==> config.mk <==
export PLATFORM = sky130hd
export DESIGN_NAME = led_div_ctrl
export DESIGN_NICKNAME = d
export VERILOG_FILES = /design/src/rtl/led_div_ctrl.sv
export SDC_FILE = /design/constraint.sdc
export NUM_CORES = 1
export LEC_CHECK = 0
export BUFFER_PORTS_ARGS = -buffer_cell sky130_fd_sc_hd__buf_2
export CORE_UTILIZATION = 50
export CTS_CLUSTER_SIZE = 14
export DETAILED_ROUTE_END_ITERATION = 8
export GPL_TIMING_DRIVEN = 0
export HOLD_SLACK_MARGIN = 0.08
export PLACE_DENSITY = 0.65
export SYNTH_ARGS = -nofsm -noshare
export SYNTH_HDL_FRONTEND = slang
export SYNTH_SLANG_ARGS = --single-unit
==> constraint.sdc <==
create_clock -name clk100 -period 2.7 [get_ports clk100]
set_input_delay 0.135 -clock clk100 [delete_from_list [all_inputs] [get_ports clk100]]
set_output_delay 0.135 -clock clk100 [all_outputs]
set_load 0.02 [all_outputs]
==> src/rtl/led_div_ctrl.sv <==
// Push-button front end for the LED counter: debounces up/down buttons into a saturating divider
// value with a one-cycle write strobe. Define LED_DIV_AUTOREPEAT_EN to step repeatedly while held.

module led_div_btn #(
  parameter int DEBOUNCE_CYC = 1000000,
  parameter int REPEAT_CYC   = 50000000
) (
  input  logic clk100,
  input  logic rst,
  input  logic btn_i,
  output logic press_o,
  output logic busy_o
);

  localparam int CNT_W = $clog2(DEBOUNCE_CYC);
  localparam logic [CNT_W-1:0] CNT_ONE  = CNT_W'(1);
  localparam logic [CNT_W-1:0] CNT_LAST = CNT_W'(DEBOUNCE_CYC - 1);

  typedef enum logic [1:0] {
    IDLE     = 2'd0,
    DB_PRESS = 2'd1,
    HELD     = 2'd2,
    DB_REL   = 2'd3
  } btn_state_e;

  logic [1:0]       sync_q;
  btn_state_e       state_q;
  logic [CNT_W-1:0] cnt_q;
  logic             press_q;
  logic             busy_q;
  logic             s;

`ifdef LED_DIV_AUTOREPEAT_EN
  localparam int REP_W = $clog2(REPEAT_CYC);
  localparam logic [REP_W-1:0] REP_ONE  = REP_W'(1);
  localparam logic [REP_W-1:0] REP_LAST = REP_W'(REPEAT_CYC - 1);
  logic [REP_W-1:0] rep_q;
`endif

  assign s = sync_q[1];

  // NOTE: sequential state uses non-blocking assignments only, so every flop samples
  // pre-edge values regardless of statement order within the block.
  always_ff @(posedge clk100) begin
    if (!rst) begin
      sync_q  <= '0;
      state_q <= IDLE;
      cnt_q   <= '0;
      press_q <= 1'b0;
      busy_q  <= 1'b0;
`ifdef LED_DIV_AUTOREPEAT_EN
      rep_q   <= '0;
`endif
    end else begin
      sync_q  <= {sync_q[0], btn_i};
      press_q <= 1'b0;
      case (state_q)
        IDLE: begin
          cnt_q <= '0;
          if (s) begin
            state_q <= DB_PRESS;
            cnt_q   <= CNT_ONE;
            busy_q  <= 1'b1;
          end
        end
        DB_PRESS: begin
          if (!s) begin
            state_q <= IDLE;
            cnt_q   <= '0;
            busy_q  <= 1'b0;
          end else if (cnt_q == CNT_LAST) begin
            state_q <= HELD;
            cnt_q   <= '0;
            press_q <= 1'b1;
`ifdef LED_DIV_AUTOREPEAT_EN
            rep_q   <= '0;
`endif
          end else begin
            cnt_q <= cnt_q + CNT_ONE;
          end
        end
        HELD: begin
          if (!s) begin
            state_q <= DB_REL;
            cnt_q   <= CNT_ONE;
          end
`ifdef LED_DIV_AUTOREPEAT_EN
          else if (rep_q == REP_LAST) begin
            rep_q   <= '0;
            press_q <= 1'b1;
          end else begin
            rep_q <= rep_q + REP_ONE;
          end
`endif
        end
        DB_REL: begin
          // A bounce back to 1 resumes the hold; the repeat count is kept, not restarted.
          if (s) begin
            state_q <= HELD;
            cnt_q   <= '0;
          end else if (cnt_q == CNT_LAST) begin
            state_q <= IDLE;
            cnt_q   <= '0;
            busy_q  <= 1'b0;
          end else begin
            cnt_q <= cnt_q + CNT_ONE;
          end
        end
        default: begin
          state_q <= IDLE;
          cnt_q   <= '0;
          busy_q  <= 1'b0;
        end
      endcase
    end
  end

  assign press_o = press_q;
  assign busy_o  = busy_q;

endmodule

module led_div_ctrl #(
  parameter int DIV_W        = 5,
  parameter int DIV_INIT     = 3,
  parameter int DIV_MIN      = 0,
  parameter int DIV_MAX      = 31,
  parameter int DEBOUNCE_CYC = 1000000,
  parameter int REPEAT_CYC   = 50000000
) (
  input  logic             clk100,
  input  logic             rst,
  input  logic             btn_up_i,
  input  logic             btn_dn_i,
  output logic [DIV_W-1:0] div_o,
  output logic             wren_o,
  output logic             busy_o
);

  localparam logic [DIV_W-1:0] DIV_ONE   = DIV_W'(1);
  localparam logic [DIV_W-1:0] DIV_INI_V = DIV_W'(DIV_INIT);
  localparam logic [DIV_W-1:0] DIV_MIN_V = DIV_W'(DIV_MIN);
  localparam logic [DIV_W-1:0] DIV_MAX_V = DIV_W'(DIV_MAX);

  if (DEBOUNCE_CYC < 2) begin : g_bad_debounce
    $error("led_div_ctrl: DEBOUNCE_CYC must be >= 2");
  end
  if (REPEAT_CYC < 2) begin : g_bad_repeat
    $error("led_div_ctrl: REPEAT_CYC must be >= 2");
  end
  if (DIV_MIN > DIV_INIT || DIV_INIT > DIV_MAX || DIV_MAX > (2**DIV_W) - 1) begin : g_bad_bounds
    $error("led_div_ctrl: need DIV_MIN <= DIV_INIT <= DIV_MAX <= 2**DIV_W-1");
  end

  logic             up_press, dn_press;
  logic             up_busy, dn_busy;
  logic             up_evt_q, dn_evt_q;
  logic             boot_q;
  logic [DIV_W-1:0] div_q, div_d;
  logic             wren_q, wren_d;

  led_div_btn #(
    .DEBOUNCE_CYC (DEBOUNCE_CYC),
    .REPEAT_CYC   (REPEAT_CYC)
  ) u_btn_up (
    .clk100  (clk100),
    .rst     (rst),
    .btn_i   (btn_up_i),
    .press_o (up_press),
    .busy_o  (up_busy)
  );

  led_div_btn #(
    .DEBOUNCE_CYC (DEBOUNCE_CYC),
    .REPEAT_CYC   (REPEAT_CYC)
  ) u_btn_dn (
    .clk100  (clk100),
    .rst     (rst),
    .btn_i   (btn_dn_i),
    .press_o (dn_press),
    .busy_o  (dn_busy)
  );

  // NOTE: every always_comb output gets a default first, so no path can infer a latch.
  always_comb begin
    div_d  = div_q;
    wren_d = boot_q;
    if (up_evt_q && !dn_evt_q && (div_q < DIV_MAX_V)) begin
      div_d  = div_q + DIV_ONE;
      wren_d = 1'b1;
    end else if (dn_evt_q && !up_evt_q && (div_q > DIV_MIN_V)) begin
      div_d  = div_q - DIV_ONE;
      wren_d = 1'b1;
    end
  end

  // boot_q survives reset as 1 so the first running edge writes DIV_INIT downstream.
  always_ff @(posedge clk100) begin
    if (!rst) begin
      up_evt_q <= 1'b0;
      dn_evt_q <= 1'b0;
      boot_q   <= 1'b1;
      div_q    <= DIV_INI_V;
      wren_q   <= 1'b0;
    end else begin
      up_evt_q <= up_press;
      dn_evt_q <= dn_press;
      boot_q   <= 1'b0;
      div_q    <= div_d;
      wren_q   <= wren_d;
    end
  end

  assign div_o  = div_q;
  assign wren_o = wren_q;
  assign busy_o = up_busy | dn_busy;

endmodule

* Word level (Yosys, flattened, before mapping)
Index checks and enable logic that the tools add are counted.
Cells by class: reductions and logical operators 17, equality and inequality tests 22, add/sub/neg operators 4, bitwise gates (word level) 1, muxes and demuxes 43, magnitude comparators 2
Operators by type and width (number):
- $mux W20 | 8
- $pmux W20 S4 | 2
- $add A20 B1 Y20 const B | 2
- $eq A20 B20 Y1 const B | 2
- $mux W2 | 12
- $pmux W2 S4 | 2
- $mux W1 | 15
- $ne A2 B2 Y1 const B | 6
- $mux W5 | 2
- $reduce_and A5 Y1 | 2
- $eq A2 B2 Y1 const B | 4
- $ne A2 B1 Y1 const B | 4
- $reduce_and A4 Y1 | 2
- $ne A3 B1 Y1 const B | 2
- $ne A3 B3 Y1 const B | 2
- $pmux W1 S3 | 2
- $reduce_and A3 Y1 | 2
- $reduce_bool A3 Y1 | 2
- $add A5 B1 Y5 const B | 1
- $gt A5 B1 Y1 const B | 1
- $lt A5 B5 Y1 const B | 1
- $sub A5 B1 Y5 const B | 1
- $eq A2 B1 Y1 const B | 2
- $logic_and A1 B1 Y1 | 4
- other kinds (4) | 6
Word-level totals: output and inout port bits 7, logic and storage cells 104, flip-flop bits (word level) 61, bits of input ports 4

* Logic depth before layout (Yosys ltp)
word-level depth 5, mapped depth 9, mapped depth without buffers 9

* Modules after synthesis
A second synthesis with hierarchy kept.
Second synthesis, totals: cell total of the unflattened synthesis 361, area, all modules 3096.7 sq um
By module, submodules not included:
- led_div_btn | cells each 150, instances 2, area each 1278.7 sq um, seq. area each 520.5 sq um
- led_div_ctrl | cells each 61, instances 1, area each 539.3 sq um, seq. area each 180.2 sq um

* Least setup slack after synthesis
No wires, ideal clock.
kind reg2reg, start reg div_q[3], in the netlist div_o[3], end reg div_q[4], in the netlist div_o[4], buffers on the path 0, arrival 1.966 ns, cell stages (with the launch flop) 10, slack 0.662 ns, setup time 0.072 ns, period minus slack after synthesis 2.038 ns, required time 2.628 ns, path through dfxtp_1 nand3_1 o21ai_1 inv_1 fa_1 inv_1 a21o_1 a21oi_1 mux2i_1 mux2i_1
On the way: cells in the longest elaborated chain, start to end 3, elaborated cells between the ends (all ways) 9, classes of those cells 2 x add/sub; 2 x order compare; 2 x mux; 3 x reduce/logical
Ends and longest elaborated chain:
- from (decl) | line 159 | logic [DIV_W-1:0] div_q, div_d;
- from (signal assigned) | line 209 | div_q <= div_d;
- $sub A5 B1 Y5 (tied with other cells) | line 192 | div_d = div_q - DIV_ONE;
- $mux W5 (tied with other cells) | line 191 | end else if (dn_evt_q && !up_evt_q && (div_q > DIV_MIN_V)) begin
- $mux W5 or $reduce_bool A2 Y1 (tied branches)
Several ways; a longest one is shown, not always the timed one. The select of a mux whose other input is x is not followed. A chain may end at the register's enable or synchronous reset.

* Final worst setup path
start reg div_q[4], in the netlist div_o[4], end reg div_q[4], in the netlist div_o[4]
Same word-level chain as after synthesis.

==> results.md <==
Setup path:
- The startpoint type of the worst setup path is a register.
- The family with the most delay on the worst path is compound AO/OA/AOI/OAI gates.
- The library cell contributing the largest single delay on the critical path is fa_1.
- The critical path contains buffers and inverters numbering 2 combined.
- Traced cell by cell, the critical path runs through nand3_1 > o21ai_1 > inv_1 > fa_1 > inv_1 > a21o_1 > a21oi_1 > mux2i_1 > mux2i_1.
- At the worst endpoint, the required time is ~3.0 ns.
- Measured in cells, the most critical reg-to-reg path has a length of 9.
- Along the worst path, the maximum fanout reaches 7.
- The cell depth of the worst setup path is 9.
- The kind of capture point of the worst setup path is a register.
- The arrival time at the worst endpoint is 2.34 ns.
- The delay contributed by the slowest stage of the critical path is 0.41 ns.
- The kind of critical path is reg2reg.

Logic synthesis:
- The number of distinct standard cells referenced by the synthesized netlist is 45.
- The most used flip-flop cell after synthesis is dfxtp_1.
- The net count after synthesis is 330.
- The synthesized design contains 0 enable-type register cells.
- For this run, the register share of the synthesized area comes to 0.4313.
- The area share of the largest cell type after synthesis is 0.4313.
- The average instance in the mapped netlist occupies ~8.8 sq um.
- The warning count from the yosys run is 0.
- Ranked by total cell area, the synthesized netlist is headed by dfxtp_1 43%, xor2_1 9.0%, nor2_1 7.3%.
- The cell count after synthesis is 320.
- In this run the cell area of the synthesized design comes to 2831 sq um.
- In the synthesized netlist the async set-or-reset flop fraction comes to 0.
- The post-synthesis sequential element count is slightly above 60.
- The largest total area in the synthesized netlist belongs to dfxtp_1.

Global route:
- The first global-routing pass estimated 9163 um of wire.
- Across every metal layer, demand over resource in global routing totals 0.1927.
- The number of global-route vias before repair was 2123.
- The met1 layer usage reported by global route is 0.2415.
- In this run the most used layer during global routing was met2.
- The overflow left after global routing is 0.
- The met3 demand-to-capacity share in global routing is 0.04286.
- Entering global routing, the biggest net connects 11 pins.
- For this run, global-route usage on met2 was measured as 0.3071.
- The number of antenna violations at the first check in global routing is 0.

Clock network:
- After clock tree synthesis, the clock-pin slew on the worst setup and hold paths is around 0.06 ns.
- The latest clock arrival within the worst-skew pair is 0.33 ns.
- The post-CTS setup buffer count is 0.
- CTS placed an instance of clkbuf_8 at the clock tree root.
- TritonCTS built the clock tree.
- The post-cts repair resize count is 0.
- The number of CTS-inserted buffers is 9.
- The number of buffers between clock root and the deepest sink is 2.
- The number of clock sinks is a little over 60.
- The CTS H-tree depth is 3.

Routing:
- The antenna violation net count after detailed routing is 0.
- The count of routing violations after the opening detailed-route iteration is 64.
- The total wire length is 5048 um.
- For this run, design rule violations remaining after detail routing come to 0.
- The total number of vias is 2166.
- The first-pass detailed-route iteration total is 4.
- The via density per instance is approximately 5.2.
- The routed wire length per instance is roughly 12 um.

Timing:
- Setup repair after global routing left no endpoint under its margin.
- The count of final setup violators is 0.
- The total count of max-transition violations in the final report is 0.
- The period utilization is 0.7697.
- The final hold violation count came to 0.
- For the pin with the worst max-slew slack, the measured transition is just over 0.6 ns.
- The headroom to the max-slew limit is 0.5891.
- The highest attainable clock frequency is 481.2 MHz.
- Across all setup checks in the final design, the least slack found is 0.6219 ns.
- Across the routed clock network, the largest skew measured is approximately 0.0076 ns.
- The final-layout worst hold slack is slightly below 0.3 ns.
- The clock period minus worst slack is between 2 and 2.5 ns.
- Summed over all failing endpoints, the final setup total negative slack is 0 ns.

Floorplanning:
- The core region is 5473 sq um.
- From bottom edge to top edge, the die measures roughly 77 um.
- The initial cell density of the core is 0.5174.
- The horizontal extent of the die is 77.25 um.
- The full die area is 5968 sq um.
- Row generation in the floorplan step produced 27 rows.
- The count of pins on the block boundary is 11.

Power and ir drop:
- The share of total power dissipated in combinational logic is 0.020.
- The net switching power of the design is roughly 0.35 mW.
- The leakage power of the design is 1.136 nW.
- The portion of total power attributed to the clock network is 0.434.
- The maximum VDD drop is 0.2817 mV.
- Of the total power, the share spent switching nets is 0.2074.
- Power spread over the standard cell area amounts to 527.8 nW/um^2.
- The overall power consumption is ~1.7 mW.
- Internal power comes to 1.324 mW.
- The sequential fraction of design power is 0.546.

Final layout:
- Measured on the finished design, the core utilization comes to 0.5782.
- The multi-input combinational cell area is 1520 sq um.
- Counting the fill cells in the layout gives 512.
- The number of inserted diodes is 0.
- For this run, the post-layout net count is 352.
- Of the cells placed in the final design, the portion with a size suffix greater than 1 is 0.1040.
- Across the whole layout, storage elements account for 1221 sq um.
- The layout overhead on the synthesized area is 11.75%.

Min path:
- The number of instances on the worst hold path is 3.
- The tightest min-delay check is of the in2reg type.

Job:
- The max-capacitance violation count is 0.

Placed design:
- The minimum setup slack after placement is 0.6069 ns.
- The half-perimeter wire length of the detailed placement result is 3528 um.
- The count of buffers inserted at the top-level ports is 9.
- Routability-driven placement finished with a final weighted congestion of between 0.7 and 0.8.

Outcome:
- The run finished with clean final reports.
-- cells in the mapped netlist, drive strengths merged, types with 2 or more instances --
master    n
nand4bb   2
nor4      7
a21o      2
o21ai     7
inv      10
mux2i     5
nor2     55
and2      8
nand4    17
ha        5
and3      9
a21oi     7
dfxtp    61
nor3      6
clkbuf    7
xnor2    12
a31oi     2
nand3b    3
xor2     29
buf       2
nand2b    4
nand3    13
nand2    33
and3b     2
-- power groups by stage --
stage          registers, mW  clock network [mW]  logic [mW]
2_1_floorplan          0.931                   0      0.0223
3_3_place_gp           0.932                   0      0.0309
3_5_place_dp           0.932                   0      0.0313
4_1_cts                0.912               0.749      0.0335
5_1_grt                0.912               0.787      0.0372
6_report               0.912               0.725      0.0331
-- timing repair --
action                                  in CTS  in global routing
hold buffers                                 2                  0
endpoints found under the hold margin        2                  0
endpoints found under the setup margin       0                  0
-- sequential cells by signal (all words and copies together) (netlist names), named ones only --
signal and cells:
wren_o 1, u_btn_up.sync_q 2, u_btn_dn.press_o 1, up_evt_q 1
boot_q 1, u_btn_dn.cnt_q 20, u_btn_up.cnt_q 20, u_btn_up.busy_o 1
dn_evt_q 1, u_btn_up.press_o 1, u_btn_dn.sync_q 2, u_btn_dn.state_q 1
div_o 5, u_btn_up.state_q 1, u_btn_dn.busy_o 1
-- layer usage --
layer  routed length [um]  vias up
met5                    0        -
met4                   91        0
met3                  149       12
met2                 2369       33
met1                 2438      988
li1                     -     1133
-- through the flow --
stage | instance area (sq um) | instances
floorplan | 2831 | 320
global placement | 2967 | 401
detailed placement | 2967 | 401
CTS | 3164 | 418
global route | 3164 | 418
finish | 3164 | 418
-- tightest hold or removal path, delay by kind of cell --
kind,cells,cell delay (ns)
buffers and inverters,1,0.24
multiplexers,1,0.06
AND/OR/NAND/NOR,1,0.14
-- cell usage in the layout, fill, tap and decap left out, types with 2 or more instances in the layout --
cell type | netlist | final
and3_1 | 8 | 8
nand4bb_1 | 2 | 2
ha_1 | 5 | 5
nand3b_1 | 3 | 3
nor4_2 | 2 | 2
a21o_1 | 2 | 2
a31oi_1 | 2 | 2
nand3_1 | 13 | 13
and3b_1 | 2 | 2
clkbuf_1 | 7 | 9
dfxtp_1 | 61 | 61
o21ai_0 | 6 | 6
nand4_1 | 17 | 17
xnor2_1 | 12 | 12
a21oi_1 | 7 | 7
mux2i_1 | 5 | 5
nand2b_1 | 4 | 4
nor2_1 | 55 | 55
nor4_1 | 4 | 4
nand2_1 | 32 | 32
nor3_1 | 5 | 5
xor2_1 | 29 | 29
and2_1 | 7 | 7
inv_1 | 9 | 9
dlygate4sd3_1 | 0 | 2
buf_2 | 0 | 9
clkbuf_8 | 0 | 12
-- path summary, 6_finish.rpt --
path | slack [ns] | startpoint | end
max reg2reg | 0.62 | div_o[4]$_SDFFE_PN0P_ | div_o[4]$_SDFFE_PN0P_
min | 0.29 | rst | div_o[4]$_SDFFE_PN0P_
max | 0.62 | div_o[4]$_SDFFE_PN0P_ | div_o[4]$_SDFFE_PN0P_
min reg2reg | 0.43 | u_btn_dn.press_o$_SDFF_PN0_ | dn_evt_q$_SDFF_PN0_
-- area by class of cell --
type | instances | share of cell area
flip-flops and latches | 61 | 0.3859
well taps | 72 | 0.02847
multi-input cells | 240 | 0.4804
plain buffers | 9 | 0.01661
clock inverters | 1 | 0.001582
clock buffers | 14 | 0.05457
inverters | 10 | 0.01186
repair buffers | 11 | 0.02056
-- kinds of logic after synthesis --
| logic type | share of synthesized area |
|---|---|
| and+or+nand+nor | 0.3040 |
| DFF | 0.4313 |
| xor gates and xnor gates | 0.1268 |
| AOI/OAI and AO/OA | 0.05921 |
| buffers and inverters | 0.03181 |
| adders and majority gates | 0.02917 |
| muxes | 0.01768 |
No activity file was read; power rests on OpenSTA's default activity.
